**config.mk**
```make
export PLATFORM = sky130hd
export DESIGN_NAME = fetch_queue
export DESIGN_NICKNAME = d
export VERILOG_FILES = /design/src/rtl/fetch_pkg.sv /design/src/rtl/fetch_fifo.sv /design/src/rtl/fetch_queue.sv
export SDC_FILE = /design/constraint.sdc
export NUM_CORES = 1
export LEC_CHECK = 0
export CORE_MARGIN = 5
export CORE_UTILIZATION = 55
export CTS_BUF_LIST = sky130_fd_sc_hd__clkbuf_4 sky130_fd_sc_hd__clkbuf_8
export DETAILED_ROUTE_END_ITERATION = 16
export PLACE_DENSITY = 0.91
export SKIP_CTS_REPAIR_TIMING = 1
export SLEW_MARGIN = 25
export SYNTH_ARGS = -nofsm -noshare
export SYNTH_HDL_FRONTEND = slang
export SYNTH_SLANG_ARGS = --single-unit
```
**constraint.sdc**
```tcl
create_clock -name clk -period 8.03 [get_ports clk]
set_clock_uncertainty 0.05 [all_clocks]
set_input_delay 1.2045 -clock clk [delete_from_list [all_inputs] [get_ports clk]]
set_output_delay 1.2045 -clock clk [all_outputs]
set_load 0.02 [all_outputs]
```
**src/rtl/fetch_pkg.sv**
```systemverilog
// Shared types and constants for the instruction-fetch queue.
package fetch_pkg;

  localparam int FETCH_XLEN = 32;

  typedef enum logic [1:0] {
    IDLE,
    WAIT,
    DROP
  } fetch_state_t;

  typedef struct packed {
    logic [FETCH_XLEN-1:0] pc;
    logic [FETCH_XLEN-1:0] instr;
  } fetch_entry_t;

  localparam logic [31:0] FETCH_NOP = 32'h0000_0013;

endpackage

```
**src/rtl/fetch_fifo.sv**
```systemverilog
// Circular buffer of fetched {pc, instr} words with push/pop/clear and an occupancy count.
module fetch_fifo
  import fetch_pkg::*;
#(
  parameter int DEPTH = 4,
  parameter int WIDTH = 2 * FETCH_XLEN
) (
  input  logic                       clk,
  input  logic                       reset,
  input  logic                       push,
  input  logic                       pop,
  input  logic                       clear,
  input  logic [WIDTH-1:0]           wdata,
  output logic [WIDTH-1:0]           rdata,
  output logic [$clog2(DEPTH):0]     count
);

  localparam int AW = $clog2(DEPTH);

  logic [WIDTH-1:0] mem [DEPTH];
  logic [AW-1:0]    head;
  logic [AW-1:0]    tail;

  // NOTE: storage carries no reset; entries are only visible while count != 0.
  always_ff @(posedge clk) begin
    if (push && !clear) mem[tail] <= wdata;
  end

  // NOTE: sequential state uses non-blocking assignments so all registers update together.
  always_ff @(posedge clk or posedge reset) begin
    if (reset) begin
      head  <= '0;
      tail  <= '0;
      count <= '0;
    end else if (clear) begin
      head  <= '0;
      tail  <= '0;
      count <= '0;
    end else begin
      if (push) tail <= tail + 1'b1;
      if (pop)  head <= head + 1'b1;
      case ({push, pop})
        2'b10:   count <= count + 1'b1;
        2'b01:   count <= count - 1'b1;
        default: count <= count;
      endcase
    end
  end

  assign rdata = mem[head];

endmodule

```
**src/rtl/fetch_queue.sv**
```systemverilog
// Instruction-fetch stage: issues imem requests, buffers returned words, feeds decode.
// Optional macro FETCH_BYPASS_EN forwards a response straight to decode when the queue is empty.
module fetch_queue
  import fetch_pkg::*;
#(
  parameter int DEPTH = 4,
  parameter int XLEN  = 32
) (
  input  logic            clk,
  input  logic            reset,
  input  logic [XLEN-1:0] pc,
  output logic            stall_fetch_now,
  output logic            imem_req,
  output logic [XLEN-1:0] imem_addr,
  input  logic            imem_gnt,
  input  logic            imem_rvalid,
  input  logic [XLEN-1:0] imem_rdata,
  input  logic            flush,
  output logic            id_valid,
  input  logic            id_ready,
  output logic [XLEN-1:0] id_instr,
  output logic [XLEN-1:0] id_pc
);

  localparam int             CW      = $clog2(DEPTH) + 1;
  localparam logic [CW:0]    DEPTH_W = DEPTH[CW:0];

  fetch_state_t       state_q;
  fetch_state_t       state_d;
  logic [XLEN-1:0]    req_pc;
  logic [CW-1:0]      count;
  logic [2*XLEN-1:0]  head_entry;
  logic [CW:0]        reserved;
  logic               grant;
  logic               keep_word;
  logic               push;
  logic               pop;

  // The in-flight WAIT response already owns a slot; same-cycle pops are not credited.
  assign reserved  = {1'b0, count} + {{CW{1'b0}}, (state_q == WAIT)};
  assign imem_req  = !reset && !flush && (reserved < DEPTH_W)
                     && ((state_q == IDLE) || imem_rvalid);
  assign grant     = imem_req && imem_gnt;
  assign imem_addr = pc;
  assign stall_fetch_now = !(reset || flush || grant);
  assign keep_word = (state_q == WAIT) && imem_rvalid && !flush;

`ifdef FETCH_BYPASS_EN
  logic bypass;
  assign bypass   = keep_word && (count == '0);
  assign id_valid = (count != '0) || bypass;
  assign id_instr = (count != '0) ? head_entry[XLEN-1:0]      : (bypass ? imem_rdata : '0);
  assign id_pc    = (count != '0) ? head_entry[2*XLEN-1:XLEN] : (bypass ? req_pc     : '0);
  assign pop      = (count != '0) && id_ready && !flush;
  assign push     = keep_word && !(bypass && id_ready);
`else
  assign id_valid = (count != '0);
  assign id_instr = id_valid ? head_entry[XLEN-1:0]      : '0;
  assign id_pc    = id_valid ? head_entry[2*XLEN-1:XLEN] : '0;
  assign pop      = id_valid && id_ready && !flush;
  assign push     = keep_word;
`endif

  // NOTE: next state gets a default before the case so no latch is inferred.
  always_comb begin
    state_d = state_q;
    case (state_q)
      IDLE: if (grant) state_d = WAIT;
      WAIT: begin
        if (imem_rvalid)  state_d = grant ? WAIT : IDLE;
        else if (flush)   state_d = DROP;
      end
      DROP: if (imem_rvalid) state_d = grant ? WAIT : IDLE;
      default: state_d = IDLE;
    endcase
  end

  always_ff @(posedge clk or posedge reset) begin
    if (reset) begin
      state_q <= IDLE;
      req_pc  <= '0;
    end else begin
      state_q <= state_d;
      if (grant) req_pc <= pc;
    end
  end

  fetch_fifo #(
    .DEPTH (DEPTH),
    .WIDTH (2 * XLEN)
  ) u_fifo (
    .clk   (clk),
    .reset (reset),
    .push  (push),
    .pop   (pop),
    .clear (flush),
    .wdata ({req_pc, imem_rdata}),
    .rdata (head_entry),
    .count (count)
  );

  // A response with nothing outstanding is a memory-side protocol error.
  assert property (@(posedge clk) disable iff (reset) !(imem_rvalid && state_q == IDLE));

endmodule

```
======== Yosys cells after proc, flatten, opt, wreduce, memory -nomap -nowiden ========
Memories as Yosys holds them, arrays and structs flattened.
Index checks and enable logic that the tools add are counted.
Widths: inputs -> output; s select.
word-level totals
  input bits .............................. 70
  bits in writable memories ............... 256
  memories ................................ 1
  flip-flop bits (word level) ............. 41
memories
  name        depth  width  read ports  clocked after Yosys merged registers in  wr ports  RTL line          RTL
  u_fifo.mem  4      64     1           0                                        1         fetch_fifo.sv:20  logic [WIDTH-1:0] mem [DEPTH];
cells by class
  reductions and logical operators ........ 21
  equal/unequal tests ..................... 7
  $lt $le $gt $ge ......................... 1
  muxes and demuxes ....................... 16
  add/subtract/negate cells ............... 5
operators by type and width
  cell                 number
  $mux 32              2
  $mux 2               8
  $logic_and 1x1->1    9
  $pmux 2 s3           1
  $pmux 3 s2           1
  $reduce_bool 3->1    2
  $add 2x1->2 const B  2
  $add 3x1->4          1
  $eq 2x1->1 const B   2
  $eq 2x2->1 const B   2
  $lt 4x3->1 const B   1
  $ne 2x2->1 const B   2
  $reduce_bool 2->1    2
  $add 3x1->3 const B  1
  $logic_not 1->1      3
  $logic_or 1x1->1     3
  $mux 1               3
  $mux 3               1
  $ne 3x3->1 const B   1
  $reduce_and 3->1     1
  $sub 3x1->3 const B  1
  $logic_not 2->1      1

======== Depth between registers and ports, before layout ========
Gate-level depths: netlist of the first run.
  depth in word-level cells ............... 9
  mapped depth ............................ 7
  gate-level depth less buffers ........... 6

======== Hierarchy ========
A second synthesis of the first run with hierarchy kept.
second synthesis, totals
  cells, all modules ...................... 567
  area, all modules ....................... 11836.4 um^2
by module, submodules not included
  module       cells an instance  sequential area each (um^2)  area an instance (um^2)  instances
  fetch_fifo   376                7862.5                       9660.5                   1
  fetch_queue  191                850.8                        2175.8                   1

======== Least setup slack after synthesis of the first run ========
Ideal clock, no wire load.
  path type ............................... input -> register
  from .................................... in imem_rvalid
  to ...................................... mem u_fifo.mem[0][0] (netlist bit) (enable)
  stages on the path ...................... 3
  data arrival time ....................... 3.192 ns
  buffers on the path ..................... 0
  library setup time ...................... 0.429 ns
  slack ................................... 4.359 ns
  path through ............................ inv_1 > nor4b_1 > and2_1
between the ends
  word-level cells in the longest chain between the ends .. 5
ends and longest elaborated chain
  what                            RTL line           RTL
  start: declaration              fetch_queue.sv:16  input logic imem_rvalid,
  $logic_and 1x1->1 (2 in a row)  fetch_queue.sv:46  assign keep_word = (state_q == WAIT) && imem_rvalid && !flush;
  $logic_and 1x1->1               fetch_fifo.sv:26   if (push && !clear) mem[tail] <= wdata;
  $mux 1                          fetch_fifo.sv:26
  $mux 1 (not written as such)    fetch_fifo.sv:26
  end: declaration                fetch_fifo.sv:20
No other way between the ends.

======== Worst setup path after layout of the first run ========
  from .................................... reg u_fifo.head[0]
  to ...................................... out id_pc[6]
between the ends
  word-level cells in the longest chain between the ends .. 2
ends and longest elaborated chain
  what                      RTL line           RTL
  start: declaration        fetch_fifo.sv:21   logic [AW-1:0] head;
  start signal: assignment  fetch_fifo.sv:41   if (pop) head <= head + 1'b1;
  $mem_v2 4x64              --
  $mux 32                   fetch_queue.sv:59  assign id_pc = id_valid ? head_entry[2*XLEN-1:XLEN] : '0;
  end: declaration          fetch_queue.sv:22  output logic [XLEN-1:0] id_pc
No other way between the ends.

==> summary.md, run 1 <==
| Metric | Value |
|---|---|
| Fillers | `1,325` |
| CP arrival | `3200 ps` |
| CP Capture Type | `primary output` |
| H-tree levels | `2` |
| DP HPWL | `13.00 mm` |
| N_diodes | `0` |
| Cell area after synthesis | `11,670 um^2` |
| Crit path buf inv count | `2` |
| Tot Pwr | `3292 uW` |
| Post-route minimum period | `4455 ps` |
| Cell leakage power | `0.004677 uW` |
| Antenna violations before repair | `0` |
| Total Nets Final | `802` |
| CP startpoint | `u_fifo.head[0]` |
| Area contributors post-synth | `edfxtp_1 66%, mux4_2 12%, dfrtp_1 8.8%` |
| Setup Slack @ Placement | `3807 ps` |
| Tot GR Track Use | `18.25%` |
| Total iterations of the first detailed-routing run | `4` |
| Routed WL per cell | `20.95 um` |
| Final setup viols | `0` |
| Setup WS post-layout | `3575 ps` |
| Synth-to-Final Area Change | `21.75%` |
| Hold path endpoint | `u_fifo.mem[0][61]` |
| Max_cap viols | `0` |
| Grt total ovfl | `0` |
| Crit path kind | `reg2out` |
| Crit share post-route | `55.48%` |
| Syn Area/Cell | `20.51 um^2` |
| Register area share after synthesis | `74.66%` |
| R2R depth | `2` |
| Fmax achieved | `224.5 MHz` |
| Max VDD drop | `0.1276 mV` |
| Initial Util | `55.70%` |
| Synth async-reset ratio | `13.80%` |
| Commonest non-fill, non-tap cell in the layout | `edfxtp_1` |
| Crit-path cells | `buf_6 -> mux4_2 -> and2_1 -> clkdlybuf4s50_1` |
| Vias per cell | `5.563` |
| Largest net degree at the start of global routing | `67` |
| Die height | `155.7 um` |
| RSZ-0062 raised after global routing | `no` |
| Number of enable flip-flop cells after synthesis | `256` |
| Vias in the first global route | `6,431` |
| Worst reg2reg path endpoint | `u_fifo.mem[2][24]` |
| CTS tree | `built` |
| Hold Path Origin | `req_pc[29]` |
| PortBufs | `168` |
| Synth Register Bits | `297` |
| Site row count | `53` |
| CTS Buf Count | `44` |
| Status | `finished clean` |
| Share of post-route cells with drive strength above 1 | `23.00%` |
| WL final | `21.71 mm` |
| First-pass GRT wire length | `34.50 mm` |
| I/O pin cnt | `169` |
| Total die area | `24,230 um^2` |
| Reg area | `8721 um^2` |
| Die extent in x | `155.7 um` |
| CTS max path bufs | `3` |
| Reg2reg setup slack | `5540 ps` |
| Library cells used by synthesis | `36` |
| Max-slew violations | `0` |
| Hold Path Stages | `0` |
| Syn Inst Count | `569` |
| CP delay by family, top | `buffers and inverters` |
| Power Dens Cells | `231.7 nW/um^2` |
| Reg2reg start | `state_q[1]` |
| Yosys warning total | `0` |
| Synthesized Nets | `644` |
| Most frequent cells in the layout | `256 x edfxtp_1, 168 x clkdlybuf4s50_1, 64 x mux4_2, 64 x and2_1, 45 x clkbuf_8` |
| Critical Path RT | `6780 ps` |
| Final setup TNS | `0 ps` |
| Final hold vios | `0` |
| Crit-path max cell delay | `670 ps` |
| Slowest cell on crit path | `dfrtp_4` |
| Clk pin slew, worst setup/hold paths | `60 ps` |
| Root buffer cell | `clkbuf_8` |
| CP max FO | `48` |
| Worst-Skew Late Latency | `520 ps` |
| HP Class | `reg2reg` |
| Top-area cell type share of the netlist area | `65.87%` |
| Num Clock Sinks | `297` |
| 1st-iter DRT viols | `287` |
| Post-route ant nets | `0` |
| Slew margin rel. | `33.25%` |
| Primary FF master, synth | `edfxtp_1` |
| Multi-input gate area | `2587 um^2` |
| Worst Tran Pin Value | `1001 ps` |
| Top cell type by total area after synthesis | `edfxtp_1` |
| RePlAce Congestion | `0.7007` |
| Via count | `5,763` |
| Residual DRC count | `0` |
| Core ar. | `20,960 um^2` |
| Critical Path Source Type | `flop` |
==> metrics by stage <==
step / area, um^2 / utilization [%] / hold WS [ps] / instances
floorplan: 11670 / - / 419.3 / 569
global placement: 13360 / 63.76 / 433.3 / 956
detailed placement: 13360 / 63.77 / 453.1 / 956
CTS: 14200 / 67.79 / 466.8 / 1036
global route: 14210 / 67.81 / 482.6 / 1036
finish: 14210 / 67.81 / 462.8 / 1036
==> area by class of cell <==
type | instances | share of cell area, %
repair buffers | 170 | 11.97
inverters | 4 | 0.1145
multi-input cells | 210 | 18.21
flip-flops and latches | 297 | 61.37
clock buffers | 57 | 4.993
well taps | 275 | 2.421
clock inverters | 23 | 0.9245
==> registers in the layout, indices dropped and copies added (netlist names) <==
signal and count:
u_fifo.mem 256, req_pc 32, u_fifo.count 3, state_q 2
u_fifo.head 2, u_fifo.tail 2
==> worst max path at each step <==
| stage | to | depth (start not counted) | slack [ps] |
|---|---|---|---|
| floorplan | u_fifo.mem[0][0] | 3 | 4360 |
| global placement | imem_req | 3 | 3850 |
| detailed placement | id_pc[6] | 4 | 3810 |
| CTS | id_pc[6] | 4 | 3220 |
| global route | id_pc[10] | 4 | 3340 |
| finish | id_pc[6] | 4 | 3570 |
==> cell families (layout without fill, tap and decap cells) <==
logic type,after synthesis,after routing,synth area share [%]
xor gates and xnor gates,6,6,0.4503
muxes,98,98,15.62
DFF,297,297,74.66
adders and majority gates,5,5,0.6004
and+or+nand+nor,93,93,4.932
AOI/OAI and AO/OA,8,8,0.4395
buffers and inverters,62,254,3.302
==> report_power, final <==
part	switching [uW]	internal (uW)	total, uW	leakage [uW]
clock	532	613	1140	0.000448
sequential	59.4	1770	1830	0.00280
combinational	145	174	320	0.00143
total	736	2560	3290	0.00468
==> worst register-to-register path, delay by kind of cell, from the launching register on <==
family	cells	cell delay, ps
AND/OR/NAND/NOR	2	1550
flip-flops	1	440
==> synth_stat cells (2+ instances only) <==
cell      count
dfrtp_1      41
xnor2_1       4
nor3_1        4
buf_4        32
ha_1          4
nor4b_1       2
inv_1         4
clkbuf_1     13
nor2_1        9
mux2_1        2
mux4_2       64
buf_2         8
edfxtp_1    256
buf_1         2
xor2_1        2
buf_6         3
o21ai_0       3
mux2_2       31
and2_1       68
==> routing by layer <==
metal	global-route usage [%]	routed length (um)	vias up
li1	-	-	2532
met1	23.25	8535	3001
met4	4.585	284	0
met2	32.29	11440	205
met3	3.967	1441	25
met5	0	0	-
No activity file was read; power rests on OpenSTA's default activity.
==> inputs of run 2 (changes only) <==
- clock period: 8.03 -> 4.1 ns (I/O delays scaled with it)
==> run 2 against run 1 <==
Highest routed layer unchanged. Die area stayed put. Largest cell class unchanged. Worst setup slack worse by 3000 ps. Power grew 99%. Via count rose by 0.52%. Hold slack lost 5.4 ps. Critical path depth unchanged. Critical path type unchanged. Flip-flop and latch count is the same. Combinational power up 97%. Cell area up 1.2%.
==> summary.md, run 2 (same netlist as run 1, synthesis figures left out) <==
| Metric | Value |
|---|---|
| Max_cap viols | `0 (unchanged)` |
| CP arrival | `2900 ps (-300 ps)` |
| Max-slew violations | `0 (unchanged)` |
| First-pass GRT wire length | `34.93 mm (+1.2%)` |
| Placed cell areas | `13,470 um^2 (+0.78%)` |
| Die extent in x | `155.7 um (unchanged)` |
| Hold slack final | `457.3 ps (-5.435 ps)` |
| Combinational power share | `9.6% (about the same)` |
| Tot GR Track Use | `18.66% (+0.41 points)` |
| Slew margin rel. | `35.66% (+2.4 points)` |
| N_diodes | `0 (unchanged)` |
| Final setup TNS | `0 ps (unchanged)` |
| Total iterations of the first detailed-routing run | `4 (unchanged)` |
| RePlAce Congestion | `0.7836 (+12%)` |
| Crit path kind | `reg2out` |
| Worst Tran Pin Value | `965.1 ps (-36.11 ps)` |
| Sequential share of power | `54.7% (-0.8 points)` |
| Post-route ant nets | `0 (unchanged)` |
| Largest registers | `u_fifo.mem: 256 flops, req_pc: 32 flops, u_fifo.count: 3 flops` |
| Power Dens Cells | `456.6 nW/um^2 (+97%)` |
| Commonest non-fill, non-tap cell in the layout | `edfxtp_1` |
| Grt total ovfl | `0 (unchanged)` |
| CTS max path bufs | `3 (unchanged)` |
| Clock power frac | `35.7% (+0.9 points)` |
| Die height | `155.7 um (unchanged)` |
| Synth-to-Final Area Change | `23.16%` |
| Routed WL per cell | `21.31 um (+1.7%)` |
| CP max FO | `30 (-38%)` |
| Reg2reg setup slack | `1660 ps (-3880 ps)` |
| CTS tree | `built` |
| DP HPWL | `13.66 mm (+5.1%)` |
| Critical Path RT | `3430 ps (-3350 ps)` |
| Vias in the first global route | `6,299 (-2.1%)` |
| Cell leakage power | `0.004757 uW (+1.7%)` |
| WL final | `22.23 mm (+2.4%)` |
| Num Clock Sinks | `297 (unchanged)` |
| Clk pin slew, worst setup/hold paths | `70 ps (about the same)` |
| Final Cell Area | `14,370 um^2 (+1.2%)` |
| Most flop-heavy register | `u_fifo.mem` |
| PortBufs | `168 (unchanged)` |
| Fmax achieved | `280.1 MHz` |
| Max VDD drop | `0.2514 mV (+97%)` |
| Largest net degree at the start of global routing | `67 (unchanged)` |
| HP Class | `reg2reg` |
| Status | `finished clean` |
| CTS Buf Count | `44 (unchanged)` |
| Total Nets Final | `808 (+0.75%)` |
| Core ar. | `20,960 um^2 (unchanged)` |
| I/O pin cnt | `169 (unchanged)` |
| Post-route minimum period | `3570 ps` |
| R2R depth | `6 (+4)` |
| Cell-internal power | `5106 uW (+100%)` |
| Crit share post-route | `87.07%` |
| Most frequent cells in the layout | `256 x edfxtp_1, 168 x clkdlybuf4s50_1, 64 x mux4_2, 64 x and2_1, 53 x clkbuf_8` |
| RSZ-0062 raised after global routing | `no` |
| Vias per cell | `5.554 (-0.15%)` |
| Antenna violations before repair | `0 (unchanged)` |
| CP startpoint | `u_fifo.head[0]` |
| Worst-Skew Late Latency | `530 ps (about the same)` |
| Site row count | `53 (unchanged)` |
| Final setup viols | `0 (unchanged)` |
| Total die area | `24,230 um^2 (unchanged)` |
| Hold Path Stages | `0 (unchanged)` |
| H-tree levels | `2 (unchanged)` |
| Initial Util | `55.70% (unchanged)` |
| Share of post-route cells with drive strength above 1 | `24.48% (+1.5 points)` |
| Switching share of power | `22.20% (-0.17 points)` |
| 1st-iter DRT viols | `375 (+31%)` |
| Critical Path Source Type | `flop` |
| Switching pwr | `1457 uW (+98%)` |
| CP Capture Type | `primary output` |
| Final hold vios | `0 (unchanged)` |
| Residual DRC count | `0 (unchanged)` |
| Hold Path Origin | `req_pc[21]` |
| Reg2reg start | `u_fifo.count[0]` |
| Root buffer cell | `clkbuf_8` |
| Via count | `5,793 (+0.52%)` |
| Max reg flops | `256 (unchanged)` |
[run 2: cell count changes in the layout (fill, tap and decap cells not counted)]
cell	previous run	this run
clkbuf_8	45	53
buf_6	1	0
clkbuf_4	12	13
bufinv_16	1	0
buf_12	0	5
clkinv_2	9	8
clkinv_1	12	6
buf_4	1	3
[run 2: stage by stage]
step / std cells / setup WS [ps] / power [uW] / util (%)
6_report: 1043 / 530.1 / 6563 / 68.59
3_3_place_gp: 962 / 1003 / 4253 / 64.27
2_1_floorplan: 569 / 1019 / 3978 / -
5_1_grt: 1043 / 324.6 / 6838 / 68.59
4_1_cts: 1043 / 432.9 / 6635 / 68.57
3_5_place_dp: 962 / 857.6 / 4288 / 64.27
[run 2: worst paths after layout]
kind / to
max: id_instr[2]
min: u_fifo.mem[0][53]
max reg2reg: u_fifo.count[2]
min reg2reg: u_fifo.mem[0][53]
max in group asynchronous: u_fifo.head[1]
min in group asynchronous: u_fifo.tail[1]
[run 2: worst max-delay path: stages, from the launching register on]
cell and delay [ps]:
dfrtp_4 730, buf_12 310, mux4_2 570, and2_1 180, clkdlybuf4s50_1 540
[run 2: layer usage]
metal	part of all wire (%)	vias up	global-route usage, %
met5	0	-	0
met4	1.4	0	4.585
met3	7.1	26	4.300
met2	52	225	31.18
met1	40	2997	25.39
li1	-	2545	-
[run 2: power by group through the flow]
| stage | registers (uW) | logic [uW] | clock network (uW) |
|---|---|---|---|
| after floorplan | 3590 | 387 | 0 |
| after global placement | 3630 | 623 | 0 |
| final | 3590 | 632 | 2340 |
| after CTS | 3590 | 643 | 2400 |
| after global routing | 3610 | 678 | 2550 |
| after detailed placement | 3650 | 638 | 0 |
[run 2: final cells by class]
class,instances,area [um^2]
Sequential cell,297,8721
Fill cell,1302,6581
Multi-Input combinational cell,210,2587
Timing Repair Buffer,176,1804
Clock buffer,66,827.0
Tap cell,275,344.1
Clock inverter,15,73.82
Inverter,4,16.27
==> inputs of run 3 (changes only) <==
- ABC_AREA: default -> 1
- CORE_UTILIZATION: 55 -> 54
- CTS_BUF_LIST: sky130_fd_sc_hd__clkbuf_4 sky130_fd_sc_hd__clkbuf_8 -> sky130_fd_sc_hd__clkbuf_16
- PLACE_DENSITY: 0.91 -> 0.89
- RECOVER_POWER: default -> 100
==> run 3 against run 2 <==
The flow now finishes with violations (capacitance limit, slew limit). Non-clock buffer count grew 8. Hold slack better by 11 ps. Highest routed layer unchanged. Wire length up 17%. Cell area is 0.38% higher.
==> summary.md, run 3 <==
| Metric | Value |
|---|---|
| Status | `complete, but fails checks` |
| Failing checks | `capacitance limit, slew limit` |
| Synthesized Nets | `1,086 (+69%)` |
| 1st-iter DRT viols | `644 (+72%)` |
| Num Clock Sinks | `297 (unchanged)` |
| Most flop-heavy register | `u_fifo.mem` |
| Via count | `7,826 (+35%)` |
| Post-synthesis adder-cell area fraction | `0.5871% (-0.013 points)` |
| Number of enable flip-flop cells after synthesis | `256 (unchanged)` |
| Tot GR Track Use | `20.99% (+2.3 points)` |
| WL final | `26.05 mm (+17%)` |
| Critical Path RT | `3430 ps (about the same)` |
| Register area share after synthesis | `73.01% (-1.7 points)` |
| Core ar. | `21,820 um^2 (+4.1%)` |
| Max-slew violations | `225 (+225)` |
| XOR/XNOR share of the synthesized area | `0.07338% (-0.38 points)` |
| H-tree levels | `1 (-1)` |
| Sequential share of power | `49.7% (-5.0 points)` |
| Fillers | `1,547 (+19%)` |
| CP arrival | `3030 ps (+130 ps)` |
| Top-area cell type share of the netlist area | `64.41% (-1.5 points)` |
| Max reg flops | `256 (unchanged)` |
| CP delay by family, top | `buffers and inverters` |
| Site row count | `54 (+1.9%)` |
| Hold slack final | `468.0 ps (+10.65 ps)` |
| Die height | `158.7 um (+1.9%)` |
| Worst Tran Pin Value | `2236 ps (+1271 ps)` |
| Most numerous cell in the Yosys netlist | `nor2_1` |
| PortBufs | `168 (unchanged)` |
| Area contributors post-synth | `edfxtp_1 64%, dfrtp_1 8.6%, nor2_1 8.5%` |
| Residual DRC count | `0 (unchanged)` |
| Die extent in x | `158.7 um (+1.9%)` |
| Final setup viols | `0 (unchanged)` |
| Crit share post-route | `90.02% (+2.9 points)` |
| Largest registers | `u_fifo.mem: 256 flops, req_pc: 32 flops, u_fifo.count: 3 flops` |
| Most frequent cells in the layout | `266 x nor2_1, 256 x edfxtp_1, 131 x dlygate4sd3_1` |
| Slew margin rel. | `-49.04% (-85 points)` |
| Fmax achieved | `270.9 MHz (-3.3%)` |
| Post-Synth Simple-Gate Area | `12.82% (+7.9 points)` |
| Switching share of power | `26.62% (+4.4 points)` |
| Vias per cell | `5.442 (-2.0%)` |
| Max_cap viols | `7 (+7)` |
| Non-Filler Instances | `1,438 (+38%)` |
| Cell count along the critical path | `10 (+6)` |
| Root buffer cell | `clkbuf_16` |
| CTS Buf Count | `27 (-39%)` |
| Post-synthesis mux area share | `0% (-16 points)` |
| Critical Path Source Type | `input port` |
| Synth-to-Final Area Change | `20.89%` |
| Largest family of logic cells by synthesized area | `simple AND/OR/NAND/NOR gates` |
| Total iterations of the first detailed-routing run | `5 (+1)` |
| Setup crit end | `stall_fetch_now` |
| Slowest cell on crit path | `dlygate4sd3_1` |
| Crit path buf inv count | `5 (+3)` |
| M3 GR Usage | `3.235% (-1.1 points)` |
| Yosys warning total | `0 (unchanged)` |
| Met2 Use GR | `36.82% (+5.6 points)` |
| Routed WL per cell | `18.12 um (-15%)` |
| RePlAce Congestion | `0.7609 (-2.9%)` |
| Worst reg2reg path endpoint | `u_fifo.mem[2][28]` |
| First-pass GRT wire length | `41.26 mm (+18%)` |
| Switching pwr | `1893 uW (+30%)` |
| Final hold vios | `0 (unchanged)` |
| Top cell type by total area after synthesis | `edfxtp_1` |
| Reg2reg setup slack | `740 ps (-920 ps)` |
| Share of post-route cells with drive strength above 1 | `4.754% (-20 points)` |
| Initial Util | `54.69% (-1.0 points)` |
| Crit-path max cell delay | `650 ps (-80 ps)` |
| Power Dens Cells | `492.9 nW/um^2 (+7.9%)` |
| I/O pin cnt | `169 (unchanged)` |
| Reg2reg start | `state_q[1]` |
| Cell area after synthesis | `11,940 um^2 (+2.3%)` |
| Synth Register Bits | `297 (unchanged)` |
| GRT met1 Usage | `27.28% (+1.9 points)` |
| Crit path kind | `in2out` |
| CTS max path bufs | `3 (unchanged)` |
| Cell leakage power | `0.005391 uW (+13%)` |
| Primary FF master, synth | `edfxtp_1` |
| CP startpoint | `flush` |
| Combinational power share | `18.0% (+8.4 points)` |
| R2R depth | `6 (unchanged)` |
| Post-synthesis compound-gate area fraction | `8.491% (+8.1 points)` |
| Most common library cells after synthesis | `269 x nor2_1, 256 x edfxtp_1, 123 x o21ai_0` |
| Commonest non-fill, non-tap cell in the layout | `nor2_1` |
| Post-route ant nets | `0 (unchanged)` |
| Vias in the first global route | `8,071 (+28%)` |
| Library cells used by synthesis | `26 (-28%)` |
| Total Nets Final | `1,213 (+50%)` |
| Largest net degree at the start of global routing | `130 (+94%)` |
| HP Class | `reg2reg` |
| Syn Area/Cell | `11.81 um^2 (-42%)` |
| Post-route minimum period | `3691 ps (+120.9 ps)` |
| Synth async-reset ratio | `13.80% (unchanged)` |
| Total die area | `25,180 um^2 (+3.9%)` |
| DP Cell Count | `1,389 (+44%)` |
| DP HPWL | `15.36 mm (+12%)` |
| CTS tree | `built` |
| Crit-path cells | `dlygate4sd3_1 -> inv_1 -> nand3b_1 -> nor2_1 -> nand2_1 -> nor2_1 -> inv_2 -> nand3_1 -> inv_1 -> clkdlybuf4s50_1` |
| Max VDD drop | `0.2972 mV (+18%)` |
| CP max FO | `33 (+10%)` |
| Clk pin slew, worst setup/hold paths | `60 ps (about the same)` |
| Antenna violations before repair | `0 (unchanged)` |
| Cell-internal power | `5218 uW (+2.2%)` |
| CP Capture Type | `primary output` |
| Grt total ovfl | `0 (unchanged)` |
| Syn Inst Count | `1,011 (+78%)` |
| GRT busiest layer | `met2` |
| Worst-Skew Late Latency | `500 ps (-30 ps)` |
| Clock power frac | `32.3% (-3.4 points)` |
| RSZ-0062 raised after global routing | `no` |
-- run 3: cell types whose count changed after synthesis, sizes merged, moves of 4 or more --
cell / delta
nand2: +121
nor2: +261
o21ai: +129
nor3: -4
buf: +24
mux4: -64
inv: +18
a21oi: +64
clkbuf: +4
mux2: -33
and2: -68
-- run 3: worst min path at each step --
stage	start	end	slack [ps]	depth (start not counted)
final	req_pc[29]	u_fifo.mem[3][61]	470	0
after global routing	req_pc[27]	u_fifo.mem[3][59]	490	0
after global placement	req_pc[18]	u_fifo.mem[3][50]	440	0
after floorplan	req_pc[0]	u_fifo.mem[0][32]	430	0
after detailed placement	req_pc[29]	u_fifo.mem[0][61]	460	0
after CTS	req_pc[29]	u_fifo.mem[3][61]	470	0
-- run 3: power by group through the flow --
stage                     clock [uW]  sequential (uW)  combinational [uW]
after floorplan                    0             3560                 760
after global placement             0             3590                1330
after detailed placement           0             3600                1360
after CTS                       2340             3540                1370
after global routing            2480             3550                1400
final                           2300             3540                1280
-- run 3: layout make-up --
type                    count  area [um^2]  share of cell area [%]
diodes                      1        2.502                 0.01734
clock buffers              27        675.6                   4.683
clock inverters            21        143.9                  0.9972
inverters                  22        83.83                  0.5810
multi-input cells         606         2634                   18.25
flip-flops and latches    297         8718                   60.42
well taps                 280        350.3                   2.428
repair buffers            184         1821                   12.62
-- run 3: kinds of logic (layout without fill, tap and decap cells) --
group                      Yosys count  after routing
DFF                                297            297
AOI/OAI and AO/OA                  201            201
other                                0              1
buffers and inverters              108            254
xor gates and xnor gates             1              1
adders and majority gates            5              5
and+or+nand+nor                    399            399
-- run 3: metrics by stage --
stage                     setup TNS (ps)  setup WS, ps  power, uW  cell area (um^2)  util [%]
after global placement                 0         758.5       4912             13660     62.59
after floorplan                   -20680        -80.80       4322             11940         -
final                                  0         409.2       7111             14430     66.12
after global routing                   0         245.7       7431             14430     66.10
after detailed placement               0         739.4       4958             13660     62.59
after CTS                              0         553.4       7246             14480     66.35
-- run 3: layer usage --
metal	up-vias	part of all wire, %	wire length (um)
met5	-	0	0
met4	0	2.2	564
met3	44	7.6	1970
met2	307	51	13300
met1	3776	39	10220
li1	3699	-	-
